[src/rtl/stack_alu_pkg.sv]
// Shared opcodes and sequencer state encoding for the stack_alu command path.
package stack_alu_pkg;

  localparam logic [2:0] OP_NOP  = 3'b000;
  localparam logic [2:0] OP_ADD  = 3'b100;
  localparam logic [2:0] OP_MUL  = 3'b101;
  localparam logic [2:0] OP_PUSH = 3'b110;
  localparam logic [2:0] OP_POP  = 3'b111;

  typedef enum logic [1:0] {
    ST_IDLE  = 2'd0,
    ST_ISSUE = 2'd1,
    ST_WAIT  = 2'd2,
    ST_RESP  = 2'd3
  } seq_state_e;

  function automatic logic op_legal(input logic [2:0] op);
    return (op == OP_NOP) || (op == OP_ADD) || (op == OP_MUL) ||
           (op == OP_PUSH) || (op == OP_POP);
  endfunction

endpackage

[src/rtl/stack_depth_mirror.sv]
// Shadow copy of the attached stack_alu element count, updated when an op issues.
module stack_depth_mirror
  import stack_alu_pkg::*;
#(
  parameter int DEPTH = 1024,
  parameter int DW    = $clog2(DEPTH+1)
) (
  input  logic          clk_i,
  input  logic          rst_ni,
  input  logic          upd_i,
  input  logic [2:0]    op_i,
  output logic [DW-1:0] depth_o,
  output logic          can_push_o,
  output logic          can_pop_o,
  output logic          can_binop_o
);

  logic [DW-1:0] depth_q, depth_d;

  // Binary ops pop two and push one, so they shrink the stack by one like POP.
  always_comb begin
    depth_d = depth_q;
    if (upd_i) begin
      case (op_i)
        OP_PUSH:                depth_d = depth_q + DW'(1);
        OP_POP, OP_ADD, OP_MUL: depth_d = depth_q - DW'(1);
        default:                depth_d = depth_q;
      endcase
    end
  end

  always_ff @(posedge clk_i or negedge rst_ni) begin
    if (!rst_ni) depth_q <= '0;
    else         depth_q <= depth_d;
  end

  assign depth_o     = depth_q;
  assign can_push_o  = (depth_q != DW'(DEPTH));
  assign can_pop_o   = (depth_q != '0);
  assign can_binop_o = (depth_q >= DW'(2));

endmodule

[src/rtl/stack_alu_sequencer.sv]
// Issues RPN commands to stack_alu one at a time and returns results on a response stream.
// Optional perf counters (op_count, ovf_count) are built when STACK_ALU_SEQ_PERF_EN is defined.
// cmd and rsp are valid/ready streams: a beat transfers on a clock edge where valid && ready;
// a producer holds valid and payload stable until that edge.
module stack_alu_sequencer
  import stack_alu_pkg::*;
#(
  parameter int N     = 32,
  parameter int DEPTH = 1024,
  parameter int DW    = $clog2(DEPTH+1)
) (
  input  logic          clk,
  input  logic          rst_n,
  input  logic          cmd_valid,
  output logic          cmd_ready,
  input  logic [2:0]    cmd_opcode,
  input  logic [N-1:0]  cmd_data,
  output logic          rsp_valid,
  input  logic          rsp_ready,
  output logic [N-1:0]  rsp_data,
  output logic          rsp_overflow,
  output logic          rsp_error,
  output logic [2:0]    alu_opcode,
  output logic [N-1:0]  alu_data,
  input  logic [N-1:0]  alu_result,
  input  logic          alu_overflow,
  output logic [DW-1:0] depth,
`ifdef STACK_ALU_SEQ_PERF_EN
  output logic [31:0]   op_count,
  output logic [31:0]   ovf_count,
`endif
  output seq_state_e    dbg_state
);

  seq_state_e    state_q, state_d;
  logic          cmd_ready_q, cmd_ready_d;
  logic          rsp_valid_q, rsp_valid_d;
  logic [N-1:0]  rsp_data_q, rsp_data_d;
  logic          rsp_ovf_q, rsp_ovf_d;
  logic          rsp_err_q, rsp_err_d;
  logic [2:0]    alu_op_q, alu_op_d;
  logic [N-1:0]  alu_data_q, alu_data_d;

  logic          accept, reject, issue_upd;
  logic          can_push, can_pop, can_binop;

  assign accept    = (state_q == ST_IDLE) && cmd_valid && cmd_ready_q;
  assign issue_upd = (state_q == ST_ISSUE);

  always_comb begin
    reject = !op_legal(cmd_opcode);
    case (cmd_opcode)
      OP_PUSH:        reject = !can_push;
      OP_POP:         reject = !can_pop;
      OP_ADD, OP_MUL: reject = !can_binop;
      default:        ;
    endcase
  end

  stack_depth_mirror #(.DEPTH(DEPTH), .DW(DW)) u_depth (
    .clk_i       (clk),
    .rst_ni      (rst_n),
    .upd_i       (issue_upd),
    .op_i        (alu_op_q),
    .depth_o     (depth),
    .can_push_o  (can_push),
    .can_pop_o   (can_pop),
    .can_binop_o (can_binop)
  );

  always_ff @(posedge clk or negedge rst_n) begin
    if (!rst_n) state_q <= ST_IDLE;
    else        state_q <= state_d;
  end

  always_comb begin
    state_d = state_q;
    case (state_q)
      ST_IDLE: begin
        if (accept && cmd_opcode != OP_NOP) state_d = reject ? ST_RESP : ST_ISSUE;
      end
      ST_ISSUE: state_d = (alu_op_q == OP_PUSH) ? ST_IDLE : ST_WAIT;
      ST_WAIT:  state_d = ST_RESP;
      ST_RESP:  if (rsp_ready) state_d = ST_IDLE;
      default:  state_d = ST_IDLE;
    endcase
  end

  // Payloads hold by default so a stalled response stays stable.
  always_comb begin
    rsp_data_d  = rsp_data_q;
    rsp_ovf_d   = rsp_ovf_q;
    rsp_err_d   = rsp_err_q;
    alu_op_d    = alu_op_q;
    alu_data_d  = alu_data_q;
    cmd_ready_d = (state_d == ST_IDLE);
    rsp_valid_d = (state_d == ST_RESP);
    case (state_q)
      ST_IDLE: begin
        if (accept && cmd_opcode != OP_NOP) begin
          if (reject) begin
            rsp_data_d = '0;
            rsp_ovf_d  = 1'b0;
            rsp_err_d  = 1'b1;
          end else begin
            alu_op_d   = cmd_opcode;
            alu_data_d = (cmd_opcode == OP_PUSH) ? cmd_data : '0;
          end
        end
      end
      ST_ISSUE: begin
        alu_op_d   = OP_NOP;
        alu_data_d = '0;
      end
      ST_WAIT: begin
        rsp_data_d = alu_result;
        rsp_ovf_d  = alu_overflow;
        rsp_err_d  = 1'b0;
      end
      default: ;
    endcase
  end

  always_ff @(posedge clk or negedge rst_n) begin
    if (!rst_n) begin
      cmd_ready_q <= 1'b1;
      rsp_valid_q <= 1'b0;
      rsp_data_q  <= '0;
      rsp_ovf_q   <= 1'b0;
      rsp_err_q   <= 1'b0;
      alu_op_q    <= OP_NOP;
      alu_data_q  <= '0;
    end else begin
      cmd_ready_q <= cmd_ready_d;
      rsp_valid_q <= rsp_valid_d;
      rsp_data_q  <= rsp_data_d;
      rsp_ovf_q   <= rsp_ovf_d;
      rsp_err_q   <= rsp_err_d;
      alu_op_q    <= alu_op_d;
      alu_data_q  <= alu_data_d;
    end
  end

`ifdef STACK_ALU_SEQ_PERF_EN
  logic [31:0] op_count_q, ovf_count_q;

  always_ff @(posedge clk or negedge rst_n) begin
    if (!rst_n) begin
      op_count_q  <= '0;
      ovf_count_q <= '0;
    end else begin
      if (issue_upd && op_count_q != '1) op_count_q <= op_count_q + 32'd1;
      if (state_q == ST_WAIT && alu_overflow && ovf_count_q != '1)
        ovf_count_q <= ovf_count_q + 32'd1;
    end
  end

  assign op_count  = op_count_q;
  assign ovf_count = ovf_count_q;
`endif

  assign cmd_ready    = cmd_ready_q;
  assign rsp_valid    = rsp_valid_q;
  assign rsp_data     = rsp_data_q;
  assign rsp_overflow = rsp_ovf_q;
  assign rsp_error    = rsp_err_q;
  assign alu_opcode   = alu_op_q;
  assign alu_data     = alu_data_q;
  assign dbg_state    = state_q;

endmodule

[config.mk]
export PLATFORM = sky130hd
export DESIGN_NAME = stack_alu_sequencer
export DESIGN_NICKNAME = d
export VERILOG_FILES = /design/src/rtl/stack_alu_pkg.sv /design/src/rtl/stack_depth_mirror.sv /design/src/rtl/stack_alu_sequencer.sv
export SDC_FILE = /design/constraint.sdc
export NUM_CORES = 1
export LEC_CHECK = 0
export CAP_MARGIN = 10
export CORE_MARGIN = 8
export CORE_UTILIZATION = 40
export DETAILED_ROUTE_END_ITERATION = 16
export PLACE_DENSITY = 0.75
export SLEW_MARGIN = 20
export SYNTH_ARGS = -nofsm -noshare
export SYNTH_HDL_FRONTEND = slang
export SYNTH_SLANG_ARGS = --single-unit
[constraint.sdc]
create_clock -name clk -period 2.85 [get_ports clk]
set_input_delay 0.4275 -clock clk [delete_from_list [all_inputs] [get_ports clk]]
set_output_delay 0.4275 -clock clk [all_outputs]
set_load 0.05 [all_outputs]
==> metrics.md, run 1 <==
| Metric | Value |
|---|---|
| Worst vdd rail ir drop | between 0.0006 and 0.0007 V |
| Combinational family with the most area after synthesis | compound AO/OA/AOI/OAI gates |
| Global-route wire length before repair | between 15 and 20 mm |
| Avg WL per Cell | 17.7 microns |
| Status | completed |
| Clk root buf | clkbuf_8 |
| Final Setup Violations | 0 |
| Synth warnings | 0 |
| Simple-Gate Fraction of Synth Area | 0.103 |
| HPWL after detailed placement | 8.29 mm |
| Relative slew slack | 0.384 |
| Final hold violations | 0 |
| Critical path peak fanout | 10 |
| Area of the mapped netlist | approximately 0.0039 sq mm |
| Top-area cell type share of the netlist area | 0.539 |
| CTS Buffer Depth | 2 |
| IO Port Bufs | between 150 and 200 |
| Ys flop type | dfrtp_1 |
| Final WL | between 10 and 15 mm |
| RSZ-0062 raised after global routing | no |
| Drt first pass iters | 5 |
| Die width | 114 microns |
| Area of the multi-input gates | 0.00161 sq mm |
| Clk slew on worst S/H paths | around 0.090 ns |
| Initial core utilization | 0.403 |
| Fin util | 0.599 |
| Area Growth Syn to Fin | 48.5% |
| Cell area after layout | 0.00572 sq mm |
| Num ports | 156 |
| Crit path cell chain | nor2b_1 -> nor2b_2 -> ha_1 -> a21o_1 -> a31o_1 -> and3_1 -> a211oi_1 -> xnor2_1 |
| Area leader, netlist | dfrtp_1 |
| CP Buf/Inv Count | 0 |
| Number of buffers created by CTS | 9 |
| Setup TNS | 0 ns |
| Top Family by Delay on Critical Path | simple AND/OR/NAND/NOR gates |
| Vias in the first global route | 3527 |
| Worst setup EP type | flip-flop |
| Adder-Cell Fraction of Synth Area | 0.0344 |
| Routability Congestion | roughly 0.88 |
| Post-layout minimum cycle time | 2.51 ns |
| Register area | around 0.0021 sq mm |
| Most frequent cell after synthesis | dfrtp_1 |
| XOR/XNOR share of the synthesized area | 0.0159 |
| Req. time, crit path | 3.13 ns |
| Worst R2R Path Depth | 8 |
| Slew Viols, Final | 0 |
| Setup ws final | around 0.34 ns |
| Pre-CTS setup slack | 0.127 ns |
| Top cells by area, synth | dfrtp_1 54%, a22o_1 7.3%, a22oi_1 6.4% |
| Hold crit path type | input port to asynchronous set/reset pin |
| Crit share post-route | 0.879 |
| Worst skew pair latency | 0.36 ns |
| Complex-gate fraction of the synthesized area | 0.261 |
| R2R Setup Slk | 0.34 ns |
| Placed Area | 0.00550 sq mm |
| Share of post-route cells with drive strength above 1 | 0.0705 |
| CTS tree | built |
| DIE AREA | 0.0130 sq mm |
| Die Ht | 114 microns |
| Reg2reg start | alu_opcode[1]$_DFFE_PN0P_ |
| R2r endpoint | u_depth.depth_o[10]$_DFFE_PN0P_ |
| Gr usage total | 0.177 |
| Antenna Cells | 0 |
| Mapped Nets | 435 |
| FFs w/ async S/R, synth | 1.00 |
| Synth cell count leaders | 83 x dfrtp_1, 56 x nand2_1, 33 x a22oi_1 |
| Filler Cells Inserted | 832 |
| # Post-CTS Setup Buffers | 0 |
| Final Skew | 0.0125 ns |
| Cell count after synthesis | 353 |
| Final global-route overflow total | 0 |
| Post-synth EDFFs | 0 |
| Mean Syn Cell Area | 10.9 sq um |
| Slowest cell on crit path | nor2b_2 |
| Remaining DRCs | 0 |
| Post-route antenna net violation count | 0 |
| Largest net degree at the start of global routing | 85 |
| Nets@finish | 588 |
| Max-cap viol count | 0 |
| Post-synthesis sequential area ratio | 0.546 |
| H-tree Lvls | 3 |
| Slew @ Worst Pin | about 0.9 ns |
| Seq cells post-synth | 84 |
| CP max stage delay | 0.41 ns |
| Initial antenna violation count | 0 |
| Multiplexer area fraction after synthesis | 0 |
| Vias | 3351 |
| Hold Buf Count CTS | 0 |
| Pwr dens | 1160 mW/mm^2 |
| Placeable Area | around 0.0095 sq mm |
| Kind of critical path | flip-flop to flip-flop |
| Vias per inst | 5.20 |
| Lkg Pwr | 0.00244 uW |
| First DRT Iteration DRCs | between 150 and 200 |
| Clock sinks | 84 |
| Row cnt | 36 |
| Crit path DAT | 2.79 ns |
| Worst Setup Start Kind | flip-flop |
| FMAX | 0.399 GHz |
| Synth unique cells | between 40 and 50 |
-- how the worst max path moves through the flow --
stage | start | endpoint | slack (ns) | cells after the start
6_report | alu_opcode[1]$_DFFE_PN0P_ | u_depth.depth_o[10]$_DFFE_PN0P_ | 0.34 | 8
5_1_grt | alu_opcode[0]$_DFFE_PN0P_ | u_depth.depth_o[10]$_DFFE_PN0P_ | 0.20 | 8
4_1_cts | alu_opcode[1]$_DFFE_PN0P_ | u_depth.depth_o[10]$_DFFE_PN0P_ | 0.11 | 8
3_5_place_dp | alu_opcode[1]$_DFFE_PN0P_ | u_depth.depth_o[10]$_DFFE_PN0P_ | 0.13 | 8
3_3_place_gp | alu_opcode[1]$_DFFE_PN0P_ | u_depth.depth_o[10]$_DFFE_PN0P_ | 0.21 | 8
2_1_floorplan | alu_opcode[1]$_DFFE_PN0P_ | u_depth.depth_o[10]$_DFFE_PN0P_ | 0.13 | 8
-- sequential cells by signal, summed over array words and instances (netlist names) --
name,count
rsp_overflow,1
u_depth.depth_o,11
rsp_error,1
dbg_state,2
rsp_data,32
cmd_ready,1
alu_opcode,3
alu_data,32
rsp_valid,1
-- repair_timing --
item / in CTS / in global routing
resized for setup: 0 / 1
setup endpoints to repair: 0 / 4
hold endpoints to repair: 0 / 0
-- report_power, final --
group	switching, uW	internal [uW]	total, uW
registers	367	1580	1950
logic	2510	1280	3790
clock network	455	435	890
-- cells in the final DEF, fill, tap and decap left out, types with 2 or more instances in the layout --
| master | instances |
|---|---|
| nor2b_1 | 2 |
| a211oi_1 | 2 |
| a21o_1 | 11 |
| nor3_1 | 5 |
| o31ai_1 | 4 |
| a22oi_1 | 33 |
| a22o_1 | 32 |
| nand3_1 | 3 |
| ha_1 | 9 |
| xor2_1 | 4 |
| inv_1 | 4 |
| a21oi_1 | 11 |
| clkbuf_8 | 10 |
| xnor2_1 | 3 |
| and3_1 | 4 |
| o21a_1 | 3 |
| o21ai_0 | 9 |
| dfrtp_1 | 83 |
| nand4_1 | 4 |
| clkdlybuf4s50_1 | 154 |
| o21ai_1 | 29 |
| a21oi_4 | 2 |
| buf_4 | 8 |
| clkinvlp_4 | 3 |
| nor2_1 | 2 |
| inv_6 | 2 |
| nand2_1 | 56 |
-- worst reg2reg max path, delay by kind of cell (launching register included) --
family	cells	cell delay [ns]
AO/OA/AOI/OAI	3	0.72
AND/OR/NAND/NOR	3	0.79
flip-flops	1	0.40
XOR/XNOR	1	0.15
adder cells (fa/ha/maj)	1	0.40
-- cell families after synthesis --
family,Yosys count
xor gates and xnor gates,7
buffers and inverters,26
DFF,84
and+or+nand+nor,85
adders and majority gates,10
AOI/OAI and AO/OA,141
-- stage by stage --
| step | power [uW] | instances | hold slack [ns] |
|---|---|---|---|
| final | 6630 | 644 | 0.130 |
| after global routing | 7010 | 644 | 0.184 |
| after CTS | 6690 | 644 | 0.298 |
| after detailed placement | 5780 | 628 | 0.490 |
| after global placement | 5710 | 628 | 0.487 |
| after floorplan | 4530 | 353 | 0.132 |
-- per-layer routing --
metal / global-route usage / up-vias / share of wire
li1: - / 1607 / -
met1: 0.205 / 1630 / 0.41
met2: 0.304 / 96 / 0.51
met3: 0.0432 / 18 / 0.054
met4: 0.0772 / 0 / 0.022
met5: 0 / - / 0
-- area by class of cell --
| class | instances | share of cell area |
|---|---|---|
| Inverter | 5 | 0.00328 |
| Timing Repair Buffer | 163 | 0.282 |
| Tap cell | 133 | 0.0291 |
| Multi-Input combinational cell | 243 | 0.281 |
| Clock inverter | 6 | 0.0123 |
| Clock buffer | 10 | 0.0241 |
| Sequential cell | 84 | 0.368 |
Note: power is estimated with default switching activity, not from simulation.
==> run 2: changes to the inputs <==
--- a/config.mk
+++ b/config.mk
@@ -6,11 +6,13 @@
 export NUM_CORES = 1
 export LEC_CHECK = 0
 export CAP_MARGIN = 10
+export CORE_ASPECT_RATIO = 1.4
 export CORE_MARGIN = 8
 export CORE_UTILIZATION = 40
 export DETAILED_ROUTE_END_ITERATION = 16
-export PLACE_DENSITY = 0.75
+export PLACE_DENSITY = 0.74
 export SLEW_MARGIN = 20
 export SYNTH_ARGS = -nofsm -noshare
 export SYNTH_HDL_FRONTEND = slang
+export SYNTH_HIERARCHICAL = 1
 export SYNTH_SLANG_ARGS = --single-unit
==> run 2 against run 1 <==
Effect of this change: clock power up 27%; largest power group unchanged; sequential share of layout area decreased by 2.0 points; first-iteration DRC count increased by 1.3%; final area grew 5.9%; area after synthesis increased by 8.0%; critical path type unchanged; fmax rose by 4.9%; register-to-register slack better by 0.12 ns.
==> metrics.md, run 2 <==
| Metric | Value |
|---|---|
| Synth warnings | 6 |
| XOR/XNOR share of the synthesized area | 0.0190 |
| Seq cells post-synth | 84 |
| Setup ws final | 0.460 ns |
| Area of the mapped netlist | 0.00416 sq mm |
| Slew Viols, Final | 0 |
| Final Skew | between 0.008 and 0.009 ns |
| Commonest non-fill, non-tap cells in the layout | 154 x clkdlybuf4s50_1, 83 x dfrtp_1, 68 x mux2i_1, 47 x nand2_1, 40 x a21oi_1 |
| Nets@finish | 609 |
| Simple-Gate Fraction of Synth Area | 0.121 |
| Setup TNS | 0 ns |
| Initial core utilization | 0.406 |
| Worst Setup Start Kind | flip-flop |
| Cell count after synthesis | 384 |
| Hold Buf Count CTS | 0 |
| Drt first pass iters | 4 |
| IO Port Bufs | 155 |
| HPWL after detailed placement | 8.50 mm |
| Status | completed |
| Lkg Pwr | between 0.002 and 0.003 uW |
| Synth cell count leaders | 83 x dfrtp_1, 68 x mux2i_1, 47 x nand2_1 |
| Final hold violations | 0 |
| Final WL | 11.5 mm |
| Reg2reg start | u_depth/depth_o[5]$_DFFE_PN0P_ |
| Synth unique cells | 47 |
| Area leader, netlist | dfrtp_1 |
| Area Growth Syn to Fin | 45.6% |
| Post-synth EDFFs | 0 |
| FMAX | 0.418 GHz |
| Row cnt | 44 |
| Pwr dens | 1120 mW/mm^2 |
| Worst skew pair latency | 0.33 ns |
| Top-area cell type share of the netlist area | 0.500 |
| Num ports | 156 |
| Crit share post-route | 0.838 |
| H-tree Lvls | 3 |
| DIE AREA | 0.0140 sq mm |
| Post-CTS resize count | 0 |
| Relative slew slack | 0.273 |
| Number of buffers created by CTS | 9 |
| Die width | approximately 100 microns |
| Remaining DRCs | 0 |
| Mean Syn Cell Area | around 11 sq um |
| Die Ht | 137 microns |
| Adder-Cell Fraction of Synth Area | 0.0319 |
| FFs w/ async S/R, synth | 1.00 |
| Top cells by area, synth | dfrtp_1 50%, mux2i_1 16%, a21oi_1 4.8% |
| CTS Buffer Depth | 2 |
| Hold crit path type | input port to asynchronous set/reset pin |
| Most common cell after layout, fill and taps aside | clkdlybuf4s50_1 |
| Critical path peak fanout | 35 |
| Filler Cells Inserted | between 900 and 1k |
| Final hold slack | 0.142 ns |
| Ys flop type | dfrtp_1 |
| Post-synthesis sequential area ratio | 0.506 |
| First DRT Iteration DRCs | 160 |
| Max-cap viol count | 0 |
| R2R Setup Slk | 0.46 ns |
| Final cell count without fillers | 669 |
| Clk slew on worst S/H paths | roughly 0.060 ns |
| # Post-CTS Setup Buffers | 0 |
| Mapped Nets | 466 |
| Post-layout minimum cycle time | 2.39 ns |
| Slew @ Worst Pin | 1.09 ns |
| Req. time, crit path | approximately 3.1 ns |
| CP Buf/Inv Count | 1 |
| Cell area after layout | approximately 0.0061 sq mm |
| Inst Count DP | 654 |
| Avg WL per Cell | around 17 microns |
| CP max stage delay | 0.42 ns |
| Gr usage total | 0.164 |
| Busiest grt layer | met2 |
| Global-route wire length before repair | 17.8 mm |
| Placeable Area | slightly above 0.01 sq mm |
| Most frequent cell after synthesis | dfrtp_1 |
| Final global-route overflow total | 0 |
| Worst R2R Path Depth | 7 |
| Share of post-route cells with drive strength above 1 | 0.0659 |
| Met2 Use GR | 0.281 |
| Combinational family with the most area after synthesis | multiplexers |
| Worst setup EP type | flip-flop |
| CTS tree | built |
| Antenna Cells | 0 |
| Met1 Use GR | 0.181 |
| Top Family by Delay on Critical Path | simple AND/OR/NAND/NOR gates |
| Worst vdd rail ir drop | between 0.0006 and 0.0007 V |
| Multiplexer area fraction after synthesis | 0.170 |
| Pre-CTS setup slack | around 0.49 ns |
| Crit path cell chain | nor4_1 -> nand3_1 -> or3_2 -> mux2_4 -> o211ai_4 -> buf_12 -> mux2i_1 |
| GRT met3 Usage | 0.0407 |
| R2r endpoint | alu_data[1]$_DFFE_PN0P_ |
| Vias per inst | slightly above 5 |
| RSZ-0062 raised after global routing | no |
| Slowest cell on crit path | dfrtp_1 |
| Crit path DAT | 2.64 ns |
| Final Setup Violations | 0 |
| Placed Area | roughly 0.0058 sq mm |
| Vias | 3432 |
| Clk root buf | clkbuf_16 |
| Post-route antenna net violation count | 0 |
| Kind of critical path | flip-flop to flip-flop |
| Largest net degree at the start of global routing | 85 |
| Routability Congestion | 0.765 |
| Initial antenna violation count | 0 |
| Complex-gate fraction of the synthesized area | 0.102 |
| Clock sinks | 84 |
| Vias in the first global route | 3554 |
[run 2: changes by cell type after synthesis, sizes merged, moves of 3 or more]
cell and delta:
a21o -8, a21oi +29, a22o -32, a22oi -33
and3 -4, buf +7, mux2i +68, nand2 -9
nand3 +32, nand4 -3, nor2b -3, nor3 -4
o21ai -25
[run 2: worst reg2reg max path, stage by stage, from the launching register on]
cell	delay, ns
dfrtp_1	0.42
nor4_1	0.30
nand3_1	0.15
or3_2	0.42
mux2_4	0.30
o211ai_4	0.18
buf_12	0.26
mux2i_1	0.28
[run 2: layer usage]
| metal | vias up | share of wire |
|---|---|---|
| met5 | - | 0 |
| met4 | 0 | 0.037 |
| met3 | 23 | 0.058 |
| met2 | 106 | 0.52 |
| met1 | 1665 | 0.39 |
| li1 | 1638 | - |
[run 2: per-stage QoR]
step	utilization	power (uW)
2_1_floorplan	-	4450
3_3_place_gp	0.563	5600
3_5_place_dp	0.563	5680
4_1_cts	0.591	6820
5_1_grt	0.591	7090
6_report	0.591	6750
[run 2: cell type report]
cell class                 instances  area [sq um]  share of cell area
sequential                        84          2100               0.347
multi-input combinational        265          1860               0.307
clock buffer                      13           250              0.0413
tap                              138           173              0.0285
timing repair buffer             161          1610               0.266
clock inverter                     2          35.0             0.00579
inverter                           6          22.5             0.00372
[run 2: cell families (layout without fill, tap and decap cells)]
logic type                 after synthesis  in the layout
DFF                                     84             84
adders and majority gates               10             10
buffers and inverters                   35            182
AOI/OAI and AO/OA                       72             72
muxes                                   70             70
and+or+nand+nor                        104            104
xor gates and xnor gates                 9              9
[run 2: worst max-delay path by stage]
stage	to	from	slack, ns	depth (start not counted)
global placement	alu_data[2]$_DFFE_PN0P_	u_depth/depth_o[5]$_DFFE_PN0P_	0.53	7
finish	alu_data[1]$_DFFE_PN0P_	u_depth/depth_o[5]$_DFFE_PN0P_	0.46	7
CTS	alu_data[27]$_DFFE_PN0P_	u_depth/depth_o[5]$_DFFE_PN0P_	0.47	7
detailed placement	alu_data[25]$_DFFE_PN0P_	u_depth/depth_o[4]$_DFFE_PN0P_	0.49	7
floorplan	u_depth/depth_o[9]$_DFFE_PN0P_	alu_opcode[2]$_DFFE_PN0P_	0.16	8
global route	alu_data[12]$_DFFE_PN0P_	u_depth/depth_o[4]$_DFFE_PN0P_	0.34	7
[run 2: power breakdown]
group | internal [uW] | switching (uW) | total, uW
sequential | 1590 | 264 | 1850
combinational | 1330 | 2430 | 3770
clock | 697 | 433 | 1130
==> run 3: changes to the inputs <==
--- a/config.mk
+++ b/config.mk
@@ -10,7 +10,7 @@
 export CORE_MARGIN = 8
 export CORE_UTILIZATION = 40
 export DETAILED_ROUTE_END_ITERATION = 16
-export PLACE_DENSITY = 0.74
+export PLACE_DENSITY = 0.76
 export SLEW_MARGIN = 20
 export SYNTH_ARGS = -nofsm -noshare
 export SYNTH_HDL_FRONTEND = slang
==> constraint.sdc (replaced) <==
create_clock -name clk -period 2 [get_ports clk]
set_input_delay 0.3 -clock clk [delete_from_list [all_inputs] [get_ports clk]]
set_output_delay 0.3 -clock clk [all_outputs]
set_load 0.05 [all_outputs]
==> run 3 against run 2 <==
Effect of this change: the run now ends with negative setup slack left; sequential power grew 42%; global-route usage is 1.0 points higher; fmax up 2.8%; setup slack got worse by 0.78 ns; die area unchanged; hold slack improved by 0.37 ns; final area increased by 11%; wire length up 7.5%; first-iteration DRC count down 16%; flip-flop and latch count unchanged; non-clock buffer count grew 36; critical path type unchanged.
==> metrics.md, run 3 (same netlist as run 2, synthesis figures left out) <==
| Metric | Value |
|---|---|
| Pwr dens | 1600 mW/mm^2 |
| Final Skew | about 0.0047 ns |
| Avg WL per Cell | around 18 microns |
| HPWL after detailed placement | 8.94 mm |
| Total power | 10700 uW |
| Initial core utilization | 0.406 |
| Slew Viols, Final | 0 |
| Inst Count DP | just under 700 |
| Slew @ Worst Pin | 0.633 ns |
| Area Growth Syn to Fin | 61.1% |
| Reg2reg start | u_depth/depth_o[7]$_DFFE_PN0P_ |
| Initial antenna violation count | 0 |
| Failing checks | negative setup slack |
| Global-route wire length before repair | 19.1 mm |
| CP Buf/Inv Count | 2 |
| Placeable Area | 0.0102 sq mm |
| CTS Buffer Depth | 2 |
| Max-cap viol count | 0 |
| Largest net degree at the start of global routing | 67 |
| IO Port Bufs | 155 |
| Share of post-route cells with drive strength above 1 | 0.202 |
| Die width | around 100 microns |
| Num ports | roughly 160 |
| Clk root buf | clkbuf_16 |
| Antenna Cells | 0 |
| Post-layout minimum cycle time | 2.32 ns |
| Req. time, crit path | 2.24 ns |
| Final global-route overflow total | 0 |
| CP max stage delay | 0.43 ns |
| Number of buffers created by CTS | 9 |
| Nets@finish | 645 |
| Drt first pass iters | 4 |
| Kind of critical path | flip-flop to flip-flop |
| Clock sinks | 84 |
| Final Setup Violations | between 70 and 80 |
| Worst skew pair latency | 0.33 ns |
| First DRT Iteration DRCs | 134 |
| Setup ws final | -0.324 ns |
| Gr usage total | 0.174 |
| Top Family by Delay on Critical Path | simple AND/OR/NAND/NOR gates |
| CP Launch Point | u_depth/depth_o[7]$_DFFE_PN0P_ |
| RSZ-0062 raised after global routing | yes |
| Routability Congestion | between 0.7 and 0.8 |
| Worst R2R Path Depth | 8 |
| Post-route antenna net violation count | 0 |
| Remaining DRCs | 0 |
| Crit share post-route | 1.16 |
| CTS tree | built |
| Relative slew slack | 0.578 |
| Most common cell after layout, fill and taps aside | clkdlybuf4s50_1 |
| Worst setup EP type | flip-flop |
| Worst Setup Start Kind | flip-flop |
| H-tree Lvls | 3 |
| Vias per inst | 5.02 |
| Crit path cell chain | nor4_4 -> nand3_1 -> or3_4 -> mux2_4 -> o211ai_4 -> buf_6 -> buf_12 -> mux2i_2 |
| Lkg Pwr | 0.00309 uW |
| Placed Area | around 0.0061 sq mm |
| R2R Setup Slk | -0.32 ns |
| Row cnt | 44 |
| Final cell count without fillers | 706 |
| DIE AREA | 0.0140 sq mm |
| Crit path DAT | ~2.6 ns |
| Vias | 3541 |
| Critical path peak fanout | 7 |
| Cell area after layout | 0.00670 sq mm |
| Worst vdd rail ir drop | 0.000950 V |
| Final hold violations | 0 |
| Vias in the first global route | 3791 |
| Commonest non-fill, non-tap cells in the layout | 147 x clkdlybuf4s50_1, 74 x dfrtp_1, 65 x mux2i_1, 47 x nand2_1, 38 x a21oi_1 |
| FMAX | 0.430 GHz |
| Status | finished with violations |
| Clk slew on worst S/H paths | ~0.06 ns |
| Slowest cell on crit path | dfrtp_2 |
| Hold crit path type | input port to asynchronous set/reset pin |
| R2r endpoint | alu_data[31]$_DFFE_PN0P_ |
| Final WL | about 12 mm |
| Die Ht | 137 microns |
run 3: cell types whose count changed in the layout (fill, tap and decap cells not counted), moves of 4 or more:
cell / change
buf_4: +31
dfrtp_1: -9
dfrtp_2: +9
clkdlybuf4s50_1: -7
buf_12: +6
ha_1: -6
ha_4: +6
o21ai_0: -4
o21ai_1: +4
run 3: layer usage:
metal / up-vias / wire (microns) / global-route usage
li1: 1708 / - / -
met4: 0 / 284 / 0.0737
met2: 106 / 6550 / 0.304
met1: 1711 / 4790 / 0.195
met3: 16 / 789 / 0.0428
met5: - / 0 / 0
run 3: worst max-delay path by stage:
stage / cells past startpoint / to
floorplan: 8 / alu_opcode[1]$_DFFE_PN0P_
global route: 8 / alu_data[22]$_DFFE_PN0P_
CTS: 8 / alu_data[31]$_DFFE_PN0P_
finish: 8 / alu_data[31]$_DFFE_PN0P_
global placement: 7 / alu_data[11]$_DFFE_PN0P_
detailed placement: 7 / alu_data[1]$_DFFE_PN0P_
run 3: cell type report:
cell class	instances	area, sq um
inverters	6	22.5
clock inverters	6	111
multi-input cells	265	2060
fillers	810	3540
flip-flops and latches	84	2110
repair buffers	197	1980
clock buffers	10	239
well taps	138	173
run 3: stage by stage:
stage	setup TNS [ns]	utilization	setup WS (ns)	hold WS, ns
3_5_place_dp	-12.00	0.594	-0.235	0.336
4_1_cts	-9.65	0.642	-0.195	0.520
6_report	-17.44	0.654	-0.324	0.510
3_3_place_gp	-10.45	0.594	-0.175	0.330
5_1_grt	-23.25	0.654	-0.380	0.537
2_1_floorplan	-11.14	-	-0.251	0.00441
run 3: what timing repair did:
action / in CTS / in global routing
gates resized for setup: 11 / 25
endpoints found under the hold margin: 40 / 0
setup endpoints to repair: 73 / 77
buffers inserted: 4 / 3
gates cloned: 2 / 0
hold buffers: 1 / 0
pin swaps: 7 / 7
run 3: power breakdown:
group / switching [uW] / internal (uW) / leakage [uW] / total [uW]
Sequential: 355 / 2270 / 0.00107 / 2630
Combinational: 3790 / 2400 / 0.00185 / 6190
Clock: 646 / 1250 / 0.000169 / 1900
